<file path="src/rtl/wb_pkg.sv">
// Write buffer shared types and address helpers.
// Index/tag split matches the read-only cache controller decoder.
package wb_pkg;

  localparam int WB_ADDR_W = 5;
  localparam int WB_DATA_W = 32;
  localparam int INDEX_W   = 2;
  localparam int TAG_W     = 3;

  typedef struct packed {
    logic                 valid;
    logic [WB_ADDR_W-1:0] addr;
    logic [WB_DATA_W-1:0] data;
  } entry_t;

  typedef enum logic {
    IDLE,
    WRITE
  } state_t;

  function automatic logic [INDEX_W-1:0] addr_index(
    input logic [WB_ADDR_W-1:0] a
  );
    return a[INDEX_W-1:0];
  endfunction

  function automatic logic [TAG_W-1:0] addr_tag(
    input logic [WB_ADDR_W-1:0] a
  );
    return a[WB_ADDR_W-1:INDEX_W];
  endfunction

endpackage

</file>
<file path="src/rtl/wb_fwd_match.sv">
// Youngest-match address comparator over the circular store buffer.
// Scans oldest to youngest so the last hit is the youngest entry.
module wb_fwd_match
  import wb_pkg::*;
#(
  parameter int DEPTH  = 4,
  parameter int PTR_W  = 2,
  parameter int ADDR_W = WB_ADDR_W
) (
  input  logic [DEPTH-1:0]  valid_i,
  input  logic [ADDR_W-1:0] addr_i [DEPTH],
  input  logic [PTR_W-1:0]  head_i,
  input  logic [ADDR_W-1:0] key_i,
  output logic              hit_o,
  output logic [PTR_W-1:0]  idx_o
);

  always_comb begin
    logic [PTR_W-1:0] slot;
    hit_o = 1'b0;
    idx_o = '0;
    slot  = '0;
    for (int k = 0; k < DEPTH; k++) begin
      slot = head_i + PTR_W'(k);
      if (valid_i[slot] && addr_i[slot] == key_i) begin
        hit_o = 1'b1;
        idx_o = slot;
      end
    end
  end

endmodule

</file>
<file path="src/rtl/write_buffer_ctrl.sv">
// FIFO store buffer draining CPU stores to RAM, with read
// forwarding, store coalescing, flush and cache invalidation.
module write_buffer_ctrl
  import wb_pkg::*;
#(
  parameter int DEPTH  = 4,
  parameter int ADDR_W = WB_ADDR_W,
  parameter int DATA_W = WB_DATA_W
) (
  input  logic                   i_clk,
  input  logic                   i_rst,
  input  logic                   i_wr_valid,
  output logic                   o_wr_ready,
  input  logic [ADDR_W-1:0]      i_wr_address,
  input  logic [DATA_W-1:0]      i_wr_data,
  input  logic                   i_flush,
  output logic                   o_flush_done,
  input  logic [ADDR_W-1:0]      i_rd_address,
  output logic                   o_fwd_hit,
  output logic [DATA_W-1:0]      o_fwd_data,
  output logic                   o_ram_wren,
  output logic [ADDR_W-1:0]      o_ram_address,
  output logic [DATA_W-1:0]      o_ram_data,
  input  logic                   i_ram_ready,
  output logic                   o_inv_valid,
  output logic [INDEX_W-1:0]     o_inv_index,
  output logic [TAG_W-1:0]       o_inv_tag,
  output logic [$clog2(DEPTH):0] o_count
);

  localparam int PTR_W = $clog2(DEPTH);
  localparam int CNT_W = PTR_W + 1;

  entry_t           ent_q [DEPTH];
  entry_t           ent_d [DEPTH];
  logic [PTR_W-1:0] head_q, head_d;
  logic [PTR_W-1:0] tail_q, tail_d;
  logic [CNT_W-1:0] count_q, count_d;
  state_t           state_q, state_d;
  logic             flushing_q, flushing_d;
  logic             done_q, done_d;

  logic [DEPTH-1:0]  valid_vec;
  logic [DEPTH-1:0]  coal_vec;
  logic [ADDR_W-1:0] addr_arr [DEPTH];
  logic              fwd_hit, coal_hit;
  logic [PTR_W-1:0]  fwd_idx, coal_idx;
  logic              full, wr_ready, push, pop;
  logic              alloc, coal, flag_set;

  always_comb begin
    for (int i = 0; i < DEPTH; i++) begin
      valid_vec[i] = ent_q[i].valid;
      addr_arr[i]  = ent_q[i].addr;
    end
  end

  // The head being written to RAM must not absorb a coalesced store.
  always_comb begin
    coal_vec = valid_vec;
    if (state_q == WRITE) coal_vec[head_q] = 1'b0;
  end

  wb_fwd_match #(
    .DEPTH (DEPTH),
    .PTR_W (PTR_W),
    .ADDR_W(ADDR_W)
  ) u_fwd (
    .valid_i(valid_vec),
    .addr_i (addr_arr),
    .head_i (head_q),
    .key_i  (i_rd_address),
    .hit_o  (fwd_hit),
    .idx_o  (fwd_idx)
  );

  wb_fwd_match #(
    .DEPTH (DEPTH),
    .PTR_W (PTR_W),
    .ADDR_W(ADDR_W)
  ) u_coal (
    .valid_i(coal_vec),
    .addr_i (addr_arr),
    .head_i (head_q),
    .key_i  (i_wr_address),
    .hit_o  (coal_hit),
    .idx_o  (coal_idx)
  );

  always_comb begin
    full     = (count_q == CNT_W'(DEPTH));
    wr_ready = !full && !flushing_q;
    push     = i_wr_valid && wr_ready;
    pop      = (state_q == WRITE) && i_ram_ready;
    coal     = push && coal_hit;
    alloc    = push && !coal_hit;

    ent_d  = ent_q;
    head_d = head_q;
    tail_d = tail_q;
    if (pop) begin
      ent_d[head_q].valid = 1'b0;
      head_d = head_q + PTR_W'(1);
    end
    if (coal) ent_d[coal_idx].data = i_wr_data;
    if (alloc) begin
      ent_d[tail_q].valid = 1'b1;
      ent_d[tail_q].addr  = i_wr_address;
      ent_d[tail_q].data  = i_wr_data;
      tail_d = tail_q + PTR_W'(1);
    end
    count_d = count_q + CNT_W'(alloc) - CNT_W'(pop);

    state_d = state_q;
    unique case (state_q)
      IDLE:  if (count_q != '0) state_d = WRITE;
      WRITE: if (pop && count_d == '0) state_d = IDLE;
    endcase

    flag_set   = flushing_q || i_flush;
    flushing_d = flag_set && (count_d != '0);
    done_d     = flag_set && (count_d == '0);
  end

  always_ff @(posedge i_clk) begin
    if (i_rst) begin
      for (int i = 0; i < DEPTH; i++) ent_q[i] <= '0;
      head_q     <= '0;
      tail_q     <= '0;
      count_q    <= '0;
      state_q    <= IDLE;
      flushing_q <= 1'b0;
      done_q     <= 1'b0;
    end else begin
      for (int i = 0; i < DEPTH; i++) ent_q[i] <= ent_d[i];
      head_q     <= head_d;
      tail_q     <= tail_d;
      count_q    <= count_d;
      state_q    <= state_d;
      flushing_q <= flushing_d;
      done_q     <= done_d;
    end
  end

  always_comb begin
    o_wr_ready    = wr_ready;
    o_flush_done  = done_q;
    o_count       = count_q;
    o_ram_wren    = (state_q == WRITE);
    o_ram_address = o_ram_wren ? ent_q[head_q].addr : '0;
    o_ram_data    = o_ram_wren ? ent_q[head_q].data : '0;
    o_inv_valid   = pop;
    o_inv_index   = pop ? addr_index(ent_q[head_q].addr) : '0;
    o_inv_tag     = pop ? addr_tag(ent_q[head_q].addr) : '0;
    o_fwd_hit     = fwd_hit;
    o_fwd_data    = fwd_hit ? ent_q[fwd_idx].data : '0;
  end

endmodule

</file>
<file path="config.mk">
export PLATFORM = sky130hd
export DESIGN_NAME = write_buffer_ctrl
export DESIGN_NICKNAME = d
export VERILOG_FILES = /design/src/rtl/wb_pkg.sv /design/src/rtl/wb_fwd_match.sv /design/src/rtl/write_buffer_ctrl.sv
export SDC_FILE = /design/constraint.sdc
export NUM_CORES = 1
export LEC_CHECK = 0
export ABC_CLOCK_PERIOD_IN_PS = 6300
export BUFFER_PORTS_ARGS = -buffer_cell sky130_fd_sc_hd__buf_2
export CORE_MARGIN = 2
export CORE_UTILIZATION = 52
export DETAILED_ROUTE_END_ITERATION = 8
export GPL_ROUTABILITY_DRIVEN = 0
export MAX_ROUTING_LAYER = met4
export PLACE_DENSITY = 0.76
export RECOVER_POWER = 100
export SLEW_MARGIN = 25
export SYNTH_ARGS = -nofsm -noshare
export SYNTH_HDL_FRONTEND = slang
export SYNTH_SLANG_ARGS = --single-unit
</file>
<file path="constraint.sdc">
create_clock -name i_clk -period 6.3 [get_ports i_clk]
set_input_delay 0.315 -clock i_clk [delete_from_list [all_inputs] [get_ports i_clk]]
set_output_delay 0.315 -clock i_clk [all_outputs]
set_load 0.02 [all_outputs]
</file>
Word level (Yosys, flattened, before mapping)
Index checks and enable logic that the tools add are counted.
{"block": "word_totals", "ff_bits": 162, "output_inout_bits": 82, "inputBits": 47}
{"block": "classes", "order_cmp": 15, "n_reduce_logical": 27, "bitwise": 10, "n_mux": 79, "addsub": 6, "n_eq_ne": 9}
{"cell": "bitwise mux 152 bit", "count": 5}
{"cell": "two-way mux 152 bit", "count": 3}
{"cell": "demux 38 bit (select 2 bit)", "count": 5}
{"cell": "two-way mux 32 bit", "count": 6}
{"cell": "binary-select mux 38 bit (select 2 bit)", "count": 2}
{"cell": "two-way mux 37 bit", "count": 3}
{"cell": "two-way mux 38 bit", "count": 2}
{"cell": "two-way mux 5 bit", "count": 9}
{"cell": "binary-select mux 5 bit (select 2 bit)", "count": 4}
{"cell": "== test 5 bit", "count": 8}
{"cell": "greater-or-equal comparator 3 bit (second input constant)", "count": 7}
{"cell": "NOT 2 -> 3 bit", "count": 7}
{"cell": "logical AND 1 bit", "count": 20}
{"cell": "two-way mux 1 bit", "count": 19}
{"cell": "two-way mux 2 bit", "count": 9}
{"cell": "binary-select mux 1 bit (select 2 bit)", "count": 8}
{"cell": "< comparator 2 x 3 -> 1 bit (second input constant)", "count": 4}
{"cell": "< comparator 3 x 1 -> 1 bit (second input constant)", "count": 3}
{"cell": "nonzero test 3 bit", "count": 2}
{"cell": "adder 2 x 1 -> 2 bit (second input constant)", "count": 2}
{"cell": "adder 2 bit (second input constant)", "count": 2}
{"cell": "AND 4 bit", "count": 1}
{"cell": "two-way mux 4 bit", "count": 1}
{"cell": "NOT 4 bit", "count": 1}
{"cell": "11 further kinds", "count": 13}

Logic depth before layout (Yosys ltp)
Gate-level depths: netlist (run 1).
{"block": "logic_depth", "word_depth": 25, "mapped_depth": 26, "ltp_nobuf": 19}

Hierarchy
A second synthesis (run 1) with hierarchy kept.
{"block": "hier_totals", "cells_unflattened": 1031, "area_unflattened_um2": 10986.8}
{"module": "write_buffer_ctrl", "instances": 1, "seq_area_each_um2": 3243.1, "cells_each": 781, "area_each_um2": 8814.7}
{"module": "wb_fwd_match", "instances": 2, "seq_area_each_um2": 0.0, "cells_each": 125, "area_each_um2": 1086.0}

Least setup slack after synthesis (run 1)
OpenSTA, ideal clock, no wires.
{"block": "synth_path", "kind": "register to register", "start": "register head_q[0]", "end": "register state_q (netlist: o_ram_wren)", "setup_ns": 0.127, "stages_incl_launch_ff": 27, "setup_slack_ns": 1.449, "required_time_ns": 6.173, "n_path_buf": 7, "arrival_time_ns": 4.724, "cell_sequence": "dfxtp_1 > buf_6 > buf_8 > buf_6 > buf_4 > inv_1 > ha_1 > clkbuf_1 > buf_2 > nor2_1 > mux2_2 > o2111ai_1 > o21ba_2 > nor4_4 > and2_1 > buf_6 > inv_1 > ha_1 > inv_1 > ha_1 > inv_1 > fa_1 > xor2_1 > xnor2_1 > nand3b_1 > nor2_1 > nor3_1"}
{"block": "synth_between", "elab_chain_cells": 22, "elab_cells_between_ends": 55}
{"element": "start: declaration", "line": "write_buffer_ctrl.sv:36", "source": "logic [PTR_W-1:0] head_q, head_d;"}
{"element": "start signal: assignment", "line": "write_buffer_ctrl.sv:128", "source": "head_q <= '0;"}
{"element": "start signal: assignment", "line": "write_buffer_ctrl.sv:136", "source": "head_q <= head_d;"}
{"element": "< comparator 2 x 3 -> 1 bit (implied by the code) or greater-or-equal comparator 2 x 1 -> 1 bit (tied branches)", "line": "write_buffer_ctrl.sv:61", "source": "if (state_q == WRITE) coal_vec[head_q] = 1'b0;"}
{"element": "logical AND 1 bit (implied by the code)", "line": "write_buffer_ctrl.sv:61"}
{"element": "two-way mux 1 bit (implied by the code)", "line": "write_buffer_ctrl.sv:61"}
{"element": "demux 1 bit (select 2 bit)", "line": "write_buffer_ctrl.sv:61"}
{"element": "NOT 4 bit (no source line)"}
{"element": "AND 4 bit (no source line)"}
{"element": "two-way mux 4 bit", "line": "write_buffer_ctrl.sv:61"}
{"element": "binary-select mux 1 bit (select 2 bit)", "line": "wb_fwd_match.sv:25", "source": "if (valid_i[slot] && addr_i[slot] == key_i) begin"}
{"element": "[... 6 more ...]"}
{"element": "zero test 1 bit (*)", "line": "write_buffer_ctrl.sv:96", "source": "alloc = push && !coal_hit;"}
{"element": "logical AND 1 bit (*)", "line": "write_buffer_ctrl.sv:96"}
{"element": "adder 3 x 1 -> 3 bit (*)", "line": "write_buffer_ctrl.sv:112", "source": "count_d = count_q + CNT_W'(alloc) - CNT_W'(pop);"}
{"element": "subtractor 3 x 1 -> 3 bit (*)", "line": "write_buffer_ctrl.sv:112"}
{"element": "zero test 3 bit (*)", "line": "write_buffer_ctrl.sv:117", "source": "WRITE: if (pop && count_d == '0) state_d = IDLE;"}
{"element": "logical AND 1 bit (*)", "line": "write_buffer_ctrl.sv:117"}
{"element": "two-way mux 1 bit (*)", "line": "write_buffer_ctrl.sv:117"}
{"element": "one-hot mux 1 bit (2 select lines) (*)", "line": "write_buffer_ctrl.sv:115", "source": "unique case (state_q)"}
{"element": "end signal: assignment", "line": "write_buffer_ctrl.sv:139", "source": "state_q <= state_d;"}
{"element": "end: declaration", "line": "write_buffer_ctrl.sv:39", "source": "state_t state_q, state_d;"}
Mark *: on every way between the ends. The rest lies on a longest branch, timed or not. The select of a mux whose other input is x is not followed.
A chain may end at the register's enable or synchronous reset.

Worst setup path after layout (run 1)
{"block": "layout_path", "start": "register head_q[1]", "end": "output o_fwd_data[3]"}
{"block": "layout_between", "elab_chain_cells": 15, "elab_cells_between_ends": 48}
{"element": "adder 2 x 1 -> 2 bit or NOT 2 -> 3 bit (tied branches)", "line": "wb_fwd_match.sv:24, wb_fwd_match.sv:25"}
{"element": "NOT 2 -> 3 bit (implied by the code) or binary-select mux 5 bit (select 2 bit) (tied branches)", "line": "wb_fwd_match.sv:25"}
{"element": "binary-select mux 5 bit (select 2 bit) or two-way mux 5 bit (tied branches)", "line": "wb_fwd_match.sv:25"}
{"element": "two-way mux 5 bit (implied by the code)", "line": "wb_fwd_match.sv:25"}
{"element": "two-way mux 5 bit (implied by the code) or == test 5 bit (tied branches)", "line": "wb_fwd_match.sv:25"}
{"element": "== test 5 bit or logical AND 1 bit (tied branches)", "line": "wb_fwd_match.sv:25"}
{"element": "logical AND 1 bit or two-way mux 2 bit (tied branches)", "line": "wb_fwd_match.sv:25"}
{"element": "two-way mux 2 bit (3 in a row)", "line": "wb_fwd_match.sv:25"}
{"element": "NOT 2 -> 3 bit (implied by the code)", "line": "write_buffer_ctrl.sv:156", "source": "o_fwd_data = fwd_hit ? ent_q[fwd_idx].data : '0;"}
{"element": "binary-select mux 38 bit (select 2 bit)", "line": "write_buffer_ctrl.sv:156"}
{"element": "two-way mux 32 bit (implied by the code) (2 in a row)", "line": "write_buffer_ctrl.sv:156"}
{"element": "two-way mux 32 bit (*)", "line": "write_buffer_ctrl.sv:156"}
{"element": "end: declaration", "line": "write_buffer_ctrl.sv:20", "source": "output logic [DATA_W-1:0] o_fwd_data,"}
Marked as above.

==> results of run 1 <==
path summary, 6_finish.rpt:
path / cells past startpoint / startpoint / slack, ps / end
min: 3 / i_flush / 160 / o_flush_done
min reg2reg: 2 / ent_q[37] / 480 / ent_q[37]
max reg2reg: 19 / head_q[1] / 1050 / o_ram_wren
max: 11 / head_q[1] / 820 / o_fwd_data[3]
flip-flops by register name, indices dropped and copies added (netlist names):
name          flops
flushing_q        1
tail_q            2
head_q            2
o_ram_wren        1
addr_arr         20
ent_q           132
o_flush_done      1
o_count           3
cell type report:
cell class,count,share of cell area
clock buffer,17,0.0373
tap,265,0.0291
timing repair buffer,143,0.0577
multi-input combinational,734,0.570
inverter,10,0.00329
clock inverter,15,0.0177
sequential,162,0.285
metal layers:
layer,global-route usage,vias up,share of wire,wire length (um)
met5,-,-,0,0
met4,0.0765,0,0.018,466
met3,0.0371,37,0.049,1240
met2,0.398,219,0.47,12000
met1,0.334,3804,0.46,11800
li1,-,3666,-,-
kinds of logic after synthesis:
group / share of synthesized area
flip-flops: 0.313
AO/OA/AOI/OAI: 0.0676
XOR/XNOR: 0.0397
adder cells (fa/ha/maj): 0.0140
buffers and inverters: 0.0577
AND/OR/NAND/NOR: 0.171
multiplexers: 0.338
synth_stat cells, drive strengths merged (3+ instances only):
cell type	number
xor2	9
nor2	35
nor3	10
o21bai	4
dfxtp	162
and2	47
mux4	49
a2111oi	3
xnor2	38
nand2b	166
o21ai	9
o21a	3
inv	10
nor4	4
a22oi	3
a21oi	12
ha	10
nor2b	8
nand3	5
a32oi	6
nand2	21
clkbuf	41
mux2i	234
o22ai	33
buf	40
mux2	3
through the flow:
stage | area (sq um) | utilization | hold WS [ps] | cells | total power [uW]
floorplan | 10400 | - | 440 | 987 | 2360
global placement | 10900 | 0.560 | 456 | 1314 | 2580
detailed placement | 10900 | 0.560 | 466 | 1314 | 2610
CTS | 11600 | 0.592 | 152 | 1346 | 3700
global route | 11400 | 0.584 | 175 | 1346 | 3840
finish | 11400 | 0.584 | 156 | 1346 | 3650
worst max-delay path, stage by stage, from the launching register on:
cell and delay, ps:
dfxtp_1 330, inv_1 120, ha_1 840, inv_1 330, a2111oi_0 430, o221ai_1 300, a21oi_1 240, o21ai_0 120
o21ai_2 250, clkbuf_1 1150, o22ai_1 340, clkbuf_1 250
power by group:
part	switching [uW]	leakage, uW	internal (uW)
combinational	720	0.00307	543
sequential	130	0.00132	1170
clock	481	0.000301	604
cells in the final DEF (no fill, tap or decap), types with 21 or more instances in the layout:
| master | count |
|---|---|
| nand2b_1 | 166 |
| xnor2_1 | 38 |
| mux2i_1 | 233 |
| mux4_2 | 47 |
| o22ai_1 | 33 |
| clkbuf_1 | 72 |
| nor2_1 | 35 |
| dfxtp_1 | 161 |
| buf_2 | 60 |
| and2_1 | 39 |
| nand2_1 | 21 |
==> flow_summary.toml, run 1 <==
[die]
rows = 51
core_area_sq_um = 19500
start_util = 0.531
fp.dieW_um = 145
ioPinCount = 129
die_h_um = 145
die_area_sq_um = 21100

[detailed_routing]
drt_wl_total_um = 25400
drtIter0Drc = 513
dr.pass1.iters = 5
ant_nets = 0
routedWlPerCell_um = 18.9
via_per_inst = 5.74
drc = 0
num_vias = 7726

[yosys]
synth_cell_type_count = 56
syn_area_per_cell_sq_um = 10.5
synth_area_leaders = "dfxtp_1 31%, mux2i_1 22%, mux4_2 10%"
synth-edff-count = 0
ys_ff_latch = 162
syn_area_sq_um = 10400
synth-async-reset-ratio = 0
netlist.area_leader.share = 0.313
synth_top_area_cell = "dfxtp_1"
yosysSeqAreaShare = 0.313
yosys_warnings = 0
syn_nets = 1045
syn_inst = 987
synth_ff_type = "dfxtp_1"

[critical_path]
cp-end-kind = "output pin"
worst-setup-path-type = "flop to output pin"
cp_max_fo = 26
cp_data_required_time_ps = 5980
critical_path_arrival_ps = 5160
cp-start-kind = "flop"

[layout]
multi_input_area_sq_um = 6510
areaGrowthSynthToFinish_pct = 10.1
layout.nets = 1126
drive_above_1_share = 0.159
seqCellArea_sq_um = 3250
final.fill_count = 1747
antennaDiodeCount = 0

[timing]
worst_slew_pin_slew_ps = 1510
drv_slew = 25
setup_viol = 0
period_share = 0.870
rsz0062_at_grt = "no"
fin_crit_ps = 5480
tns_ps = 0
final.setup.worst_slack_ps = 822
hold_viol = 0
skew_ps = 14.6
timing.fmax_ghz = 0.183
maxSlewHeadroom = -0.00665

[run_status]
violations = "capacitance limit, slew limit"
status = "complete, but fails checks"

[placed_design]
io_buffer_count = 128
place_ws_ps = 1310
dp_hpwl_um = 16400

[flow_run]
cap_violations = 1

[global_route]
track_usage = 0.251
grt_pass1_wl_um = 41800
grt_max_degree = 104
antenna_found_initial = 0
grt_pass1_vias = 7878
grt-ovfl-total = 0

[clocking]
cts.path.max_buffers = 2
cts_max_level = 4
cts_buffers = 17
ctsRootBufferMaster = "clkbuf_16"
cts_resized = 0
hold_buffers = 0
cts_tree = "done"
clock_latency_ps = 440
clkTransAtPathRegs_ps = 70
post-cts-setup-buffer-count = 0
clock_sinks = 162

[power]
vdd_drop_max_mv = 0.218
leakage_uw = 0.00468
p_per_area_nw_per_um2 = 320

[worst_hold_path]
hp-class = "input port to flop"
(Power assumes the default switching activity.)
==> run 2, diff against run 1 <==
Settings changed: ABC_CLOCK_PERIOD_IN_PS 6300 to 5700, CORE_UTILIZATION 52 to 45, PLACE_DENSITY 0.76 to 0.67.
Clock period 6.3 ns to 5.7 ns, I/O delays scaled along.
==> run 2 against run 1 <==
The run still ends with capacitance limit, slew limit left. Non-clock buffer count stayed put. Global-route usage is 2.8 points lower. Wire length is 1.8% higher. Count of clock-buffer cells in the layout stayed put. Worst setup slack worse by 150 ps. Via count is 0.26% lower. Critical path type unchanged. Largest power group unchanged. Highest routed layer unchanged.
==> flow_summary.toml, run 2 (synthesis results as in run 1) <==
[run_status]
status = "complete, but fails checks"
violations = "capacitance limit, slew limit"

[detailed_routing]
via_per_inst = 5.64
drc = 0
dr.pass1.iters = 5
num_vias = 7706
ant_nets = 0
drtIter0Drc = 472
drt_wl_total_um = 25900
routedWlPerCell_um = 18.9

[die]
die_h_um = 156
rows = 55
core_area_sq_um = 22600
ioPinCount = 129
die_area_sq_um = 24300
start_util = 0.458
fp.dieW_um = 156

[global_route]
track_usage = 0.223
grt_pass1_wl_um = 41400
grtUsageMet2 = 0.347
grt_max_degree = 131
antenna_found_initial = 2
grt-ovfl-total = 0
use_met3 = 0.0386
grt_pass1_vias = 7634
top_usage_layer = "met2"
use_met1 = 0.301

[clocking]
cts_max_level = 4
post-cts-setup-buffer-count = 0
cts.path.max_buffers = 2
ctsRootBufferMaster = "clkbuf_16"
cts_resized = 0
clock_latency_ps = 430
clock_sinks = 162
cts_buffers = 17
clkTransAtPathRegs_ps = 70
cts_tree = "done"
hold_buffers = 0

[timing]
timing.fmax_ghz = 0.199
rsz0062_at_grt = "no"
drv_slew = 28
setup_viol = 0
tns_ps = 0
worst_slew_pin_slew_ps = 1530
maxSlewHeadroom = -0.0172
skew_ps = 13.5
holdWs_ps = 153
period_share = 0.882
hold_viol = 0
final.setup.worst_slack_ps = 673
fin_crit_ps = 5030

[layout]
drive_above_1_share = 0.174
stdcell_area_sq_um = 11500
layout_common_cells = "233 x mux2i_1, 166 x nand2b_1, 161 x dfxtp_1, 73 x buf_2, 57 x clkbuf_1"
final_common_cell = "mux2i_1"
areaGrowthSynthToFinish_pct = 11.3
largest_reg_flops = 132
layout.nets = 1126
regMostFlops = "ent_q"

[critical_path]
cp_max_fo = 32
critPathMaxStageDelay_ps = 610
path_cells = "inv_1, ha_1, clkbuf_1, inv_1, a2111oi_0, o221ai_1, o21bai_1, a21oi_4, clkbuf_2, o22ai_1, clkbuf_1"
cp_data_required_time_ps = 5410
critical_path_arrival_ps = 4740
cp-start-kind = "flop"
worst-setup-path-type = "flop to output pin"
cp-end-kind = "output pin"
slowest_stage = "ha_1"
reg2reg_depth = 13

[flow_run]
cap_violations = 1

[power]
vdd_drop_max_mv = 0.244
leakage_uw = 0.00476
power.total_uw = 4130
p_per_area_nw_per_um2 = 358

[placed_design]
placed_area_sq_um = 11000
dp_hpwl_um = 16400
place_ws_ps = 1190
io_buffer_count = 128

[worst_hold_path]
hp-class = "input port to flop"
hold-path-cell-count = 3
## run 2: cell types whose count changed in the layout (fill, tap and decap cells not counted), sizes merged
cell and delta:
buf +13, bufinv +2, clkinvlp -1, clkbuf -13
clkinv -5, diode +2, inv +3
## run 2: final timing paths
kind	from	to	slack [ps]
hold / removal	i_flush	o_flush_done	150
hold reg to reg	ent_q[37]	ent_q[37]	470
setup reg to reg	head_q[1]	ent_q[8]	750
setup / recovery	head_q[1]	o_fwd_data[7]	670
## run 2: stage by stage
step,utilization,instances
6_report,0.510,1367
5_1_grt,0.510,1367
4_1_cts,0.513,1364
3_5_place_dp,0.484,1333
3_3_place_gp,0.484,1333
2_1_floorplan,-,987
## run 2: where the power goes
group	internal (uW)	switching, uW	leakage [uW]
clock	750	517	0.000316
combinational	616	786	0.00313
sequential	1300	164	0.00132
total	2660	1470	0.00476
## run 2: routing by layer
layer,wire length [um],part of all wire,vias up
met2,12000,0.46,194
met1,12300,0.47,3809
met3,1220,0.047,24
met4,381,0.015,0
met5,0,0,-
li1,-,-,3679
## run 2: critical path: cells and delay by family (launching register included)
kind            cells  cell delay (ps)
buf+inv             5             1740
compound gates      5             1630
fa+ha+maj           1              610
flops               1              330
## run 2: final cells by class
cell class	instances	area, sq um
antenna	2	5.00
clock buffer	17	425
clock inverter	14	220
fill	2051	11100
inverter	10	37.5
multi-input combinational	734	6550
sequential	162	3250
tap	285	357
timing repair buffer	143	702
